`src/rtl/conduit_panel_ctrl.sv`:
```
// Front-panel sequencer for the Qsys custom-module conduit: debounced key press
// latches switches, fires a timed n_action strobe, captures readback, drives 7-seg.
module conduit_panel_ctrl #(
  parameter int unsigned DEBOUNCE_CYCLES = 500000,
  parameter int unsigned PULSE_CYCLES    = 4,
  parameter int unsigned CAPTURE_DELAY   = 64
) (
  input  logic        clk_50_clk,
  input  logic        reset_reset_n,
  input  logic        key_n,
  input  logic        sw_rdwr,
  input  logic        sw_sel,
  input  logic [15:0] sw_addr,
  input  logic [31:0] display_data,
  output logic        rdwr_cntl,
  output logic        add_data_sel,
  output logic [27:0] rdwr_address,
  output logic        n_action,
  output logic        busy,
  output logic [6:0]  hex0_n,
  output logic [6:0]  hex1_n,
  output logic [6:0]  hex2_n,
  output logic [6:0]  hex3_n,
  output logic [6:0]  hex4_n,
  output logic [6:0]  hex5_n,
  output logic [6:0]  hex6_n,
  output logic [6:0]  hex7_n
);

  localparam int unsigned DB_W    = (DEBOUNCE_CYCLES > 1) ? $clog2(DEBOUNCE_CYCLES) : 1;
  localparam int unsigned SEQ_MAX = (PULSE_CYCLES > CAPTURE_DELAY) ? PULSE_CYCLES : CAPTURE_DELAY;
  localparam int unsigned SQ_W    = $clog2(SEQ_MAX + 1);

  typedef enum logic [2:0] {
    S_IDLE,
    S_STROBE,
    S_WAIT,
    S_CAPTURE,
    S_RELEASE
  } state_t;

  logic [1:0]      r_sync;
  logic            r_deb;
  logic            r_deb_d;
  logic [DB_W-1:0] r_db_cnt;
  state_t          r_state;
  state_t          w_state_nxt;
  logic [SQ_W-1:0] r_seq_cnt;
  logic [SQ_W-1:0] w_cnt_nxt;
  logic            w_strobe_nxt;
  logic            w_press;
  logic            r_n_action;
  logic            r_busy;
  logic            r_rdwr;
  logic            r_sel;
  logic [27:0]     r_addr;
  logic [31:0]     r_cap;

  assign w_press = r_deb_d & ~r_deb;

  // Key synchronizer and debouncer
  always_ff @(posedge clk_50_clk) begin
    if (!reset_reset_n) begin
      r_sync   <= '1;
      r_deb    <= 1'b1;
      r_deb_d  <= 1'b1;
      r_db_cnt <= '0;
    end else begin
      r_sync  <= {r_sync[0], key_n};
      r_deb_d <= r_deb;
      if (r_sync[1] == r_deb) begin
        r_db_cnt <= '0;
      end else if (r_db_cnt == DB_W'(DEBOUNCE_CYCLES - 1)) begin
        r_deb    <= r_sync[1];
        r_db_cnt <= '0;
      end else begin
        r_db_cnt <= r_db_cnt + DB_W'(1);
      end
    end
  end

  // STROBE spends its first cycle with n_action high so the conduit settles first
  always_comb begin
    w_state_nxt = r_state;
    w_cnt_nxt   = r_seq_cnt;
    case (r_state)
      S_IDLE: begin
        if (w_press) begin
          w_state_nxt = S_STROBE;
          w_cnt_nxt   = '0;
        end
      end
      S_STROBE: begin
        if (r_seq_cnt == SQ_W'(PULSE_CYCLES)) begin
          w_cnt_nxt   = '0;
          w_state_nxt = (CAPTURE_DELAY == 1) ? S_CAPTURE : S_WAIT;
        end else begin
          w_cnt_nxt = r_seq_cnt + SQ_W'(1);
        end
      end
      S_WAIT: begin
        if (r_seq_cnt == SQ_W'(CAPTURE_DELAY - 2)) begin
          w_cnt_nxt   = '0;
          w_state_nxt = S_CAPTURE;
        end else begin
          w_cnt_nxt = r_seq_cnt + SQ_W'(1);
        end
      end
      S_CAPTURE: w_state_nxt = S_RELEASE;
      S_RELEASE: begin
        if (r_deb) w_state_nxt = S_IDLE;
      end
      default: w_state_nxt = S_IDLE;
    endcase
    w_strobe_nxt = (w_state_nxt == S_STROBE) && (w_cnt_nxt != '0);
  end

  always_ff @(posedge clk_50_clk) begin
    if (!reset_reset_n) begin
      r_state    <= S_IDLE;
      r_seq_cnt  <= '0;
      r_n_action <= 1'b1;
      r_busy     <= 1'b0;
    end else begin
      r_state    <= w_state_nxt;
      r_seq_cnt  <= w_cnt_nxt;
      r_n_action <= ~w_strobe_nxt;
      r_busy     <= (w_state_nxt != S_IDLE);
    end
  end

  always_ff @(posedge clk_50_clk) begin
    if (!reset_reset_n) begin
      r_rdwr <= 1'b0;
      r_sel  <= 1'b0;
      r_addr <= '0;
      r_cap  <= '0;
    end else begin
      if ((r_state == S_IDLE) && w_press) begin
        r_rdwr <= sw_rdwr;
        r_sel  <= sw_sel;
        r_addr <= {10'b0, sw_addr, 2'b00};
      end
      if (r_state == S_CAPTURE) r_cap <= display_data;
    end
  end

  function automatic logic [6:0] seg7(input logic [3:0] n);
    logic [6:0] s;
    case (n)
      4'h0: s = 7'b1000000;
      4'h1: s = 7'b1111001;
      4'h2: s = 7'b0100100;
      4'h3: s = 7'b0110000;
      4'h4: s = 7'b0011001;
      4'h5: s = 7'b0010010;
      4'h6: s = 7'b0000010;
      4'h7: s = 7'b1111000;
      4'h8: s = 7'b0000000;
      4'h9: s = 7'b0010000;
      4'hA: s = 7'b0001000;
      4'hB: s = 7'b0000011;
      4'hC: s = 7'b1000110;
      4'hD: s = 7'b0100001;
      4'hE: s = 7'b0000110;
      default: s = 7'b0001110;
    endcase
    return s;
  endfunction

  assign rdwr_cntl    = r_rdwr;
  assign add_data_sel = r_sel;
  assign rdwr_address = r_addr;
  assign n_action     = r_n_action;
  assign busy         = r_busy;
  assign hex0_n       = seg7(r_cap[3:0]);
  assign hex1_n       = seg7(r_cap[7:4]);
  assign hex2_n       = seg7(r_cap[11:8]);
  assign hex3_n       = seg7(r_cap[15:12]);
  assign hex4_n       = seg7(r_cap[19:16]);
  assign hex5_n       = seg7(r_cap[23:20]);
  assign hex6_n       = seg7(r_cap[27:24]);
  assign hex7_n       = seg7(r_cap[31:28]);

endmodule
```
`config.mk`:
```
export PLATFORM = sky130hd
export DESIGN_NAME = conduit_panel_ctrl
export DESIGN_NICKNAME = d
export VERILOG_FILES = /design/src/rtl/conduit_panel_ctrl.sv
export SDC_FILE = /design/constraint.sdc
export NUM_CORES = 1
export LEC_CHECK = 0
export CAP_MARGIN = 20
export CORE_ASPECT_RATIO = 1.1
export CORE_UTILIZATION = 41
export CTS_CLUSTER_DIAMETER = 50
export DETAILED_ROUTE_END_ITERATION = 7
export PLACE_DENSITY = 0.66
export SETUP_SLACK_MARGIN = 0.4
export SKIP_LAST_GASP = 1
export SYNTH_ARGS = -nofsm -noshare
export SYNTH_HDL_FRONTEND = slang
export SYNTH_SLANG_ARGS = --single-unit
```
`constraint.sdc`:
```
create_clock -name clk_50_clk -period 5.9 [get_ports clk_50_clk]
set_input_delay 1.77 -clock clk_50_clk [delete_from_list [all_inputs] [get_ports clk_50_clk]]
set_output_delay 1.77 -clock clk_50_clk [all_outputs]
set_load 0.05 [all_outputs]
```
==> results.sh, run 1 <==
export IMPL_post_synth_num_cell_types=58
export IMPL_clk_pin_slew_ns=0.06
export IMPL_dpl_hpwl_um=9450
export IMPL_diodes=0
export IMPL_htree_levels=4
export IMPL_gp_congestion=0.846
export IMPL_max_slew_margin_pct=28.9
export IMPL_synth_top_cell_area_share_pct=41.1
export IMPL_p_int_w=0.00161
export IMPL_synth_edff_count=0
export IMPL_finClkSkew_ns=0.00638
export IMPL_cts_hold_buf=0
export IMPL_start_util_pct=42.0
export IMPL_synth_area_leaders="dfxtp_1 (41%), ha_1 (9.5%), mux2i_1 (9.5%)"
export IMPL_maxCapViolations=0
export IMPL_clockBufferDepth=2
export IMPL_grt_setup_unrepaired="no"
export IMPL_synth_top_cell_by_area="dfxtp_1"
export IMPL_die_height_um=138
export IMPL_wl_per_cell_um=13.3
export IMPL_cp_data_arrival_time_ns=4.18
export IMPL_fin_cells=1045
export IMPL_dp_cells=1014
export IMPL_viasPerCell=4.91
export IMPL_drive_gt1_share_pct=6.90
export IMPL_syn_to_final_growth_pct=26.8
export IMPL_r2r_end="hex6_n[3]"
export IMPL_cts_sinks=141
export IMPL_place_area_um2=8140
export IMPL_irDropWorstVdd_uv=194
export IMPL_crit_path_start_kind="input pin"
export IMPL_cts_resized=0
export IMPL_clock_root_buffer="clkbuf_16"
export IMPL_routed_wirelength_um=13900
export IMPL_yosys_warnings=0
export IMPL_synthCells=717
export IMPL_clkPwrFrac_pct=50.1
export IMPL_hp_start="r_sync[0]"
export IMPL_worstMarginPinSlew_ns=1.06
export IMPL_async_flop_share_pct=0
export IMPL_seqPwrFrac_pct=46.7
export IMPL_drc=9
export IMPL_synth_cell_area_um2=6870
export IMPL_fmax_ghz=0.257
export IMPL_reg2reg_depth=5
export IMPL_numPortBuffers=128
export IMPL_swShare_pct=21.4
export IMPL_finalSetupViolations=0
export IMPL_cp_max_fo=26
export IMPL_power_density_nw_per_um2=234
export IMPL_fin_nets=934
export IMPL_synth_avg_cell_area_um2=9.58
export IMPL_io_pins=141
export IMPL_fp_dieW_um=125
export IMPL_violations="design-rule violations"
export IMPL_postCtsSetupBuffers=0
export IMPL_grt_max_degree=47
export IMPL_seq_area_frac_synth_pct=41.1
export IMPL_hold_violations=0
export IMPL_drtAntennaViolNets=0
export IMPL_min_period_ns=3.89
export IMPL_dr_pass1_iters=6
export IMPL_track_usage_pct=16.5
export IMPL_grt_pass1_wl_um=22500
export IMPL_path_class="in2reg"
export IMPL_fin_tns_setup_ns=0
export IMPL_critPathRequiredTime_ns=6.19
export IMPL_tritoncts="done"
export IMPL_r2r_setup_slack_ns=3.05
export IMPL_hold_depth=1
export IMPL_min_to="r_sync[1]"
export IMPL_status="finished with violations"
export IMPL_hold_path_class="reg2reg"
export IMPL_drt_initial_drc_count=316
export IMPL_overflow=0
export IMPL_switchingPower_w=0.000438
export IMPL_combPwrFrac_pct=3.3
export IMPL_rr_startpoint="r_state[2]"
export IMPL_whs_ns=0.426
export IMPL_coreArea_um2=16400
export IMPL_ys_ff_latch=141
export IMPL_numCtsBuffers=17
export IMPL_insertion_delay_ns=0.42
export IMPL_grt_pass1_vias=4609
export IMPL_finalPower_w=0.00204
export IMPL_crit_path_end_kind="flip-flop"
export IMPL_period_share_pct=65.9
export IMPL_slew_violations=0
export IMPL_leakagePower_nw=3.66
export IMPL_die_area_um2=17300
export IMPL_vias=5128
export IMPL_row_count=49
export IMPL_finish_instance_area_um2=8710
export IMPL_antenna_found_initial=0
export IMPL_synth_top_flop_cell="dfxtp_1"
[cell families (layout without fill, tap and decap cells)]
| kind of cell | Yosys count | after routing | share of synthesized area [%] |
|---|---|---|---|
| fa+ha+maj | 52 | 52 | 9.47 |
| compound gates | 103 | 103 | 10.1 |
| buf+inv | 105 | 218 | 7.70 |
| flops | 141 | 141 | 41.1 |
| other cells | 1 | 12 | 0.0546 |
| xor+xnor | 27 | 27 | 3.44 |
| simple gates | 214 | 214 | 15.8 |
| mux | 74 | 74 | 12.3 |
[through the flow]
stage,utilization [%],worst slack (ns)
after detailed placement,49.7,1.56
after floorplan,-,2.27
after CTS,53.2,2.01
after global placement,49.7,1.62
after global routing,53.2,1.82
final,53.2,2.01
[layer usage]
| layer | wire [µm] | part of all wire (%) | global-route usage (%) | up-vias |
|---|---|---|---|---|
| met5 | 0 | 0 | 0 | - |
| met4 | 234 | 1.7 | 6.98 | 0 |
| met3 | 861 | 6.2 | 5.63 | 20 |
| met2 | 6410 | 46 | 26.9 | 118 |
| met1 | 6410 | 46 | 19.9 | 2362 |
| li1 | - | - | - | 2628 |
[flip-flops by register name, indices dropped and copies added, names as in the netlist, 2 cells and up]
name          flops
hex4_n            7
r_db_cnt         19
hex2_n            7
rdwr_address     16
hex0_n            7
r_cap            32
hex5_n            7
r_sync            2
hex1_n            7
r_seq_cnt         7
r_state           3
hex3_n            7
hex7_n            7
hex6_n            7
[power by group through the flow]
stage	combinational [W]	sequential (W)	clock, W
floorplan	0.0000339	0.000974	0
global placement	0.0000677	0.000974	0
detailed placement	0.0000673	0.000974	0
CTS	0.0000677	0.000953	0.00105
global route	0.0000712	0.000953	0.00110
finish	0.0000669	0.000954	0.00102
[cells in the final DEF (no fill, tap or decap), types with 8 or more instances in the layout]
cell type,n
xnor2_1,17
nor2_1,47
conb_1,12
clkdlybuf4s50_1,127
ha_1,52
mux4_2,8
nand3b_1,8
nand2_1,57
nand3_1,27
inv_1,51
mux2i_1,65
clkbuf_16,17
o22ai_1,12
a21boi_0,20
and3_1,11
xor2_1,10
dfxtp_1,141
o21ai_0,28
a21oi_1,11
nand2b_1,21
[worst max-delay path: stages]
cell and delay (ns):
buf_2 0.10, clkinv_1 0.68, nor2_1 1.02, mux4_2 0.60
[Yosys cell counts, drive strengths merged (5+ instances only)]
| master | count |
|---|---|
| a21boi | 20 |
| a21oi | 11 |
| and3 | 11 |
| buf | 34 |
| clkbuf | 14 |
| dfxtp | 141 |
| ha | 52 |
| inv | 56 |
| mux2i | 65 |
| mux4 | 8 |
| nand2 | 57 |
| nand2b | 22 |
| nand3 | 27 |
| nand3b | 9 |
| nand4 | 5 |
| nor2 | 51 |
| nor3 | 6 |
| o21ai | 30 |
| o22ai | 12 |
| or3 | 8 |
| xnor2 | 17 |
| xor2 | 10 |
[final cells by class]
| type | instances | area, µm² |
|---|---|---|
| multi-input combinational | 482 | 3560 |
| clock buffer | 21 | 480 |
| sequential | 141 | 2820 |
| tap | 204 | 255 |
| timing repair buffer | 130 | 1290 |
| inverter | 57 | 214 |
| fill | 1463 | 7660 |
| clock inverter | 10 | 90.1 |
[how the worst max path moves through the flow]
stage	startpoint	endpoint	slack, ns
floorplan	reset_reset_n	hex5_n[3]	2.27
global placement	reset_reset_n	hex1_n[3]	1.62
detailed placement	reset_reset_n	hex6_n[3]	1.56
CTS	reset_reset_n	hex6_n[3]	2.01
global route	reset_reset_n	hex6_n[3]	1.82
finish	reset_reset_n	hex6_n[3]	2.01
(Power assumes the default switching activity.)
==> run 2, diff against run 1 <==
Settings changed: PLACE_DENSITY 0.66 to 0.69.
Clock period 5.9 ns to 3.38 ns, I/O delays scaled along.
==> results.sh, run 2 (synthesis results as in run 1) <==
export IMPL_crit_chain="nand3b_2, buf_4, mux2i_1, or2b_1, ha_1, inv_1, mux4_2"
export IMPL_cp_depth=7
export IMPL_drive_gt1_share_pct=7.74
export IMPL_critPathMaxStageDelay_ns=0.51
export IMPL_rr_startpoint="r_state[2]"
export IMPL_row_count=49
export IMPL_slew_violations=0
export IMPL_drc=6
export IMPL_grt_pass1_vias=4903
export IMPL_clockBufferDepth=2
export IMPL_max_slew_margin_pct=50.1
export IMPL_cts_hold_buf=0
export IMPL_routed_wirelength_um=13800
export IMPL_critPathRequiredTime_ns=3.67
export IMPL_fin_util_pct=53.8
export IMPL_crit_slowest_cell="nand3b_2"
export IMPL_track_usage_pct=16.8
export IMPL_violations="design-rule violations"
export IMPL_start_util_pct=42.0
export IMPL_power_density_nw_per_um2=402
export IMPL_numCtsBuffers=17
export IMPL_place_ws_ns=0.353
export IMPL_clock_root_buffer="clkbuf_16"
export IMPL_registers_top_by_ff_count="r_cap"
export IMPL_numPortBuffers=128
export IMPL_fmax_ghz=0.374
export IMPL_r2r_end="hex4_n[3]"
export IMPL_dpl_hpwl_um=9860
export IMPL_cts_sinks=141
export IMPL_dp_cells=1027
export IMPL_irDropWorstVdd_uv=330
export IMPL_grt_util_met2_pct=30.1
export IMPL_maxCapViolations=0
export IMPL_crit_path_end_kind="flip-flop"
export IMPL_grt_use_met3_pct=4.70
export IMPL_use_met1_pct=18.8
export IMPL_drtAntennaViolNets=0
export IMPL_wl_per_cell_um=13.1
export IMPL_finClkSkew_ns=0.00597
export IMPL_crit_path_start_kind="flip-flop"
export IMPL_die_area_um2=17300
export IMPL_insertion_delay_ns=0.42
export IMPL_min_period_ns=2.67
export IMPL_overflow=0
export IMPL_fin_cells=1057
export IMPL_vias=5166
export IMPL_hold_violations=0
export IMPL_place_area_um2=8250
export IMPL_postCtsSetupBuffers=0
export IMPL_grt_setup_unrepaired="no"
export IMPL_reg2reg_depth=7
export IMPL_leakagePower_nw=3.74
export IMPL_finish_instance_area_um2=8810
export IMPL_cts_resized=0
export IMPL_coreArea_um2=16400
export IMPL_clk_pin_slew_ns=0.05
export IMPL_die_height_um=138
export IMPL_busiest_layer="met2"
export IMPL_path_class="reg2reg"
export IMPL_io_pins=141
export IMPL_setup_ws_ns=0.709
export IMPL_hold_path_class="reg2reg"
export IMPL_antenna_found_initial=0
export IMPL_diodes=0
export IMPL_cp_startpoint="r_state[2]"
export IMPL_htree_levels=4
export IMPL_finalSetupViolations=0
export IMPL_largest_reg_flops=32
export IMPL_setup_worst_path_end="hex4_n[3]"
export IMPL_grt_pass1_wl_um=23000
export IMPL_most_common_layout_cells="dfxtp_1 (141), clkdlybuf4s50_1 (127), mux2i_1 (65)"
export IMPL_worstMarginPinSlew_ns=0.747
export IMPL_status="finished with violations"
export IMPL_period_share_pct=79.0
export IMPL_fp_dieW_um=125
export IMPL_dr_pass1_iters=6
export IMPL_grt_max_degree=47
export IMPL_fin_tns_setup_ns=0
export IMPL_fin_nets=947
export IMPL_tritoncts="done"
export IMPL_cp_max_fo=11
export IMPL_cp_top_family="simple AND/OR/NAND/NOR gates"
export IMPL_r2r_setup_slack_ns=0.71
export IMPL_viasPerCell=4.89
export IMPL_gp_congestion=0.840
export IMPL_final_common_cell="dfxtp_1"
export IMPL_critPathBufInv=2
export IMPL_syn_to_final_growth_pct=28.2
export IMPL_drt_initial_drc_count=224
export IMPL_cp_data_arrival_time_ns=2.96
run 2: cell count changes in the layout (fill, tap and decap cells not counted):
cell | previous run | this run
bufinv_16 | 1 | 2
clkbuf_8 | 4 | 2
clkinvlp_4 | 6 | 2
buf_4 | 2 | 14
buf_12 | 0 | 1
clkbuf_1 | 0 | 4
run 2: report_power, final:
part | switching, W | total, W | internal (W)
clock network | 0.000651 | 0.00176 | 0.00111
registers | 0.000000694 | 0.00166 | 0.00166
logic | 0.0000574 | 0.000118 | 0.0000605
run 2: stage by stage:
stage	hold slack, ns	power, W
after CTS	0.406	0.00360
after detailed placement	0.393	0.00182
final	0.403	0.00355
after floorplan	0.386	0.00176
after global placement	0.391	0.00182
after global routing	0.452	0.00368
run 2: routing by layer:
layer / up-vias / wire [µm]
li1: 2652 / -
met4: 0 / 210
met2: 93 / 7000
met1: 2404 / 6030
met5: - / 0
met3: 17 / 590
run 2: layout make-up:
class | count | area (µm²)
fill | 1507 | 7560
multi-input combinational | 482 | 3560
clock buffer | 23 | 468
tap | 204 | 255
inverter | 57 | 214
timing repair buffer | 143 | 1400
clock inverter | 7 | 90.1
sequential | 141 | 2820
run 2: worst min-delay path by stage:
stage / cells after the start / to / slack, ns / start
global placement: 1 / r_sync[1] / 0.39 / r_sync[0]
detailed placement: 1 / r_sync[1] / 0.39 / r_sync[0]
finish: 1 / r_sync[1] / 0.40 / r_sync[0]
CTS: 1 / r_sync[1] / 0.41 / r_sync[0]
global route: 1 / r_sync[1] / 0.45 / r_sync[0]
floorplan: 1 / r_sync[1] / 0.39 / r_sync[0]
==> run 3, diff against run 2 <==
Settings changed: PLACE_DENSITY 0.69 to 0.66.
Clock period 3.38 ns to 2.5 ns, I/O delays scaled along.
==> results.sh, run 3 (synthesis results as in run 1) <==
export IMPL_finish_instance_area_um2=9390
export IMPL_n_fill_cell=1413
export IMPL_clk_pin_slew_ns=0.06
export IMPL_numCtsBuffers=17
export IMPL_tritoncts="done"
export IMPL_gp_congestion=0.819
export IMPL_hold_violations=0
export IMPL_setup_ws_ns=0.455
export IMPL_fin_cells=1097
export IMPL_diodes=0
export IMPL_fp_dieW_um=125
export IMPL_fmax_ghz=0.489
export IMPL_drt_initial_drc_count=227
export IMPL_final_common_cell="dfxtp_1"
export IMPL_insertion_delay_ns=0.42
export IMPL_row_count=49
export IMPL_die_area_um2=17300
export IMPL_status="finished with violations"
export IMPL_clockBufferDepth=2
export IMPL_cpMostUsedCell="inv_2"
export IMPL_track_usage_pct=18.5
export IMPL_registers_top_by_ff_count="r_cap"
export IMPL_routed_wirelength_um=15700
export IMPL_fin_nets=987
export IMPL_vias=5399
export IMPL_dr_pass1_iters=6
export IMPL_io_pins=141
export IMPL_coreArea_um2=16400
export IMPL_cts_sinks=141
export IMPL_die_height_um=138
export IMPL_viasPerCell=4.92
export IMPL_largest_reg_flops=32
export IMPL_cp_depth=8
export IMPL_crit_chain="nand3b_4, clkbuf_16, mux2i_4, nor2_4, inv_2, ha_4, inv_2, mux4_2"
export IMPL_cp_max_fo=6
export IMPL_cp_top_family="multiplexers"
export IMPL_crit_slowest_cell="mux4_2"
export IMPL_crit_path_end_kind="flip-flop"
export IMPL_violations="design-rule violations"
export IMPL_hold_path_class="reg2reg"
export IMPL_drc=5
export IMPL_maxCapViolations=0
export IMPL_overflow=0
export IMPL_max_slew_margin_pct=53.6
export IMPL_leakagePower_nw=4.41
export IMPL_critPathMaxStageDelay_ns=0.43
export IMPL_period_share_pct=81.8
export IMPL_crit_path_start_kind="flip-flop"
export IMPL_multi_input_area_um2=3810
export IMPL_hold_depth=1
export IMPL_min_period_ns=2.04
export IMPL_place_ws_ns=-0.0548
export IMPL_finClkSkew_ns=0.00978
export IMPL_slew_violations=0
export IMPL_finalSetupViolations=0
export IMPL_reg2reg_depth=8
export IMPL_irDropWorstVdd_uv=422
export IMPL_rr_startpoint="r_state[2]"
export IMPL_worstMarginPinSlew_ns=0.696
export IMPL_place_area_um2=8610
export IMPL_grt_pass1_vias=5217
export IMPL_path_class="reg2reg"
export IMPL_critPathBufInv=3
export IMPL_wl_per_cell_um=14.3
export IMPL_most_common_layout_cells="dfxtp_1 (138), dlygate4sd2_1 (75), mux2i_1 (61)"
export IMPL_antenna_found_initial=0
export IMPL_dp_cells=1045
export IMPL_syn_to_final_growth_pct=36.7
export IMPL_power_density_nw_per_um2=536
export IMPL_dpl_hpwl_um=11100
export IMPL_htree_levels=4
export IMPL_start_util_pct=42.0
export IMPL_grt_max_degree=29
export IMPL_hp_start="r_sync[0]"
export IMPL_regArea_um2=2830
export IMPL_clock_root_buffer="clkbuf_16"
export IMPL_grt_pass1_wl_um=25200
export IMPL_drtAntennaViolNets=0
export IMPL_fin_util_pct=57.4
export IMPL_grt_setup_unrepaired="yes"
export IMPL_cp_startpoint="r_state[2]"
export IMPL_critPathRequiredTime_ns=2.79
export IMPL_cp_data_arrival_time_ns=2.34
export IMPL_drive_gt1_share_pct=17.0
export IMPL_numPortBuffers=128
-- run 3: cell count changes in the layout (fill, tap and decap cells not counted), sizes merged --
cell           previous run  this run
clkinv                    4         3
buf                      16        54
dlymetal6s2s              0         1
clkbuf                   23        24
bufbuf                    0         1
clkinvlp                  2         1
dlygate4sd2               0        75
clkdlybuf4s15             0         1
bufinv                    2         4
clkdlybuf4s50           127        50
-- run 3: report_power, final --
part           leakage, nW  switching (W)  total, W  internal, W
Combinational         2.98      0.0000848  0.000171    0.0000859
Sequential            1.14    0.000000943   0.00225      0.00225
Clock                0.293       0.000911   0.00262      0.00171
-- run 3: what timing repair did --
action,4_1_cts,5_1_grt
setup endpoints to repair,98,16
setup buffers,0,20
cloned,1,1
hold buffers,0,0
pin swaps,1,6
resized for setup,78,15
-- run 3: final timing paths --
check	endpoint	slack (ns)
setup / recovery	hex6_n[3]	0.46
hold / removal	r_sync[1]	0.40
setup reg to reg	hex6_n[3]	0.46
hold reg to reg	r_sync[1]	0.40
-- run 3: metal layers --
metal / track usage (%) / part of all wire, % / vias up
met5: 0 / 0 / -
li1: - / - / 2729
met3: 5.71 / 4.9 / 18
met1: 20.0 / 42 / 2540
met2: 33.5 / 52 / 112
met4: 8.06 / 1.5 / 0
-- run 3: through the flow --
stage | setup TNS (ns) | power, W | hold slack, ns
final | 0 | 0.00504 | 0.403
after floorplan | 0 | 0.00239 | 0.386
after global placement | -0.0172 | 0.00247 | 0.397
after detailed placement | -0.0548 | 0.00247 | 0.393
after CTS | 0 | 0.00510 | 0.403
after global routing | 0 | 0.00520 | 0.420
-- run 3: cell type report --
class	instances	area share, %
multi-input combinational	482	40.6
tap	204	2.72
timing repair buffer	183	17.8
sequential	141	30.1
clock buffer	23	4.98
clock inverter	7	1.47
inverter	57	2.33
-- run 3: worst register-to-register path: stages (launching register included) --
cell,delay (ns)
dfxtp_2,0.32
nand3b_4,0.21
clkbuf_16,0.22
mux2i_4,0.20
nor2_4,0.16
inv_2,0.09
ha_4,0.28
inv_2,0.03
mux4_2,0.43
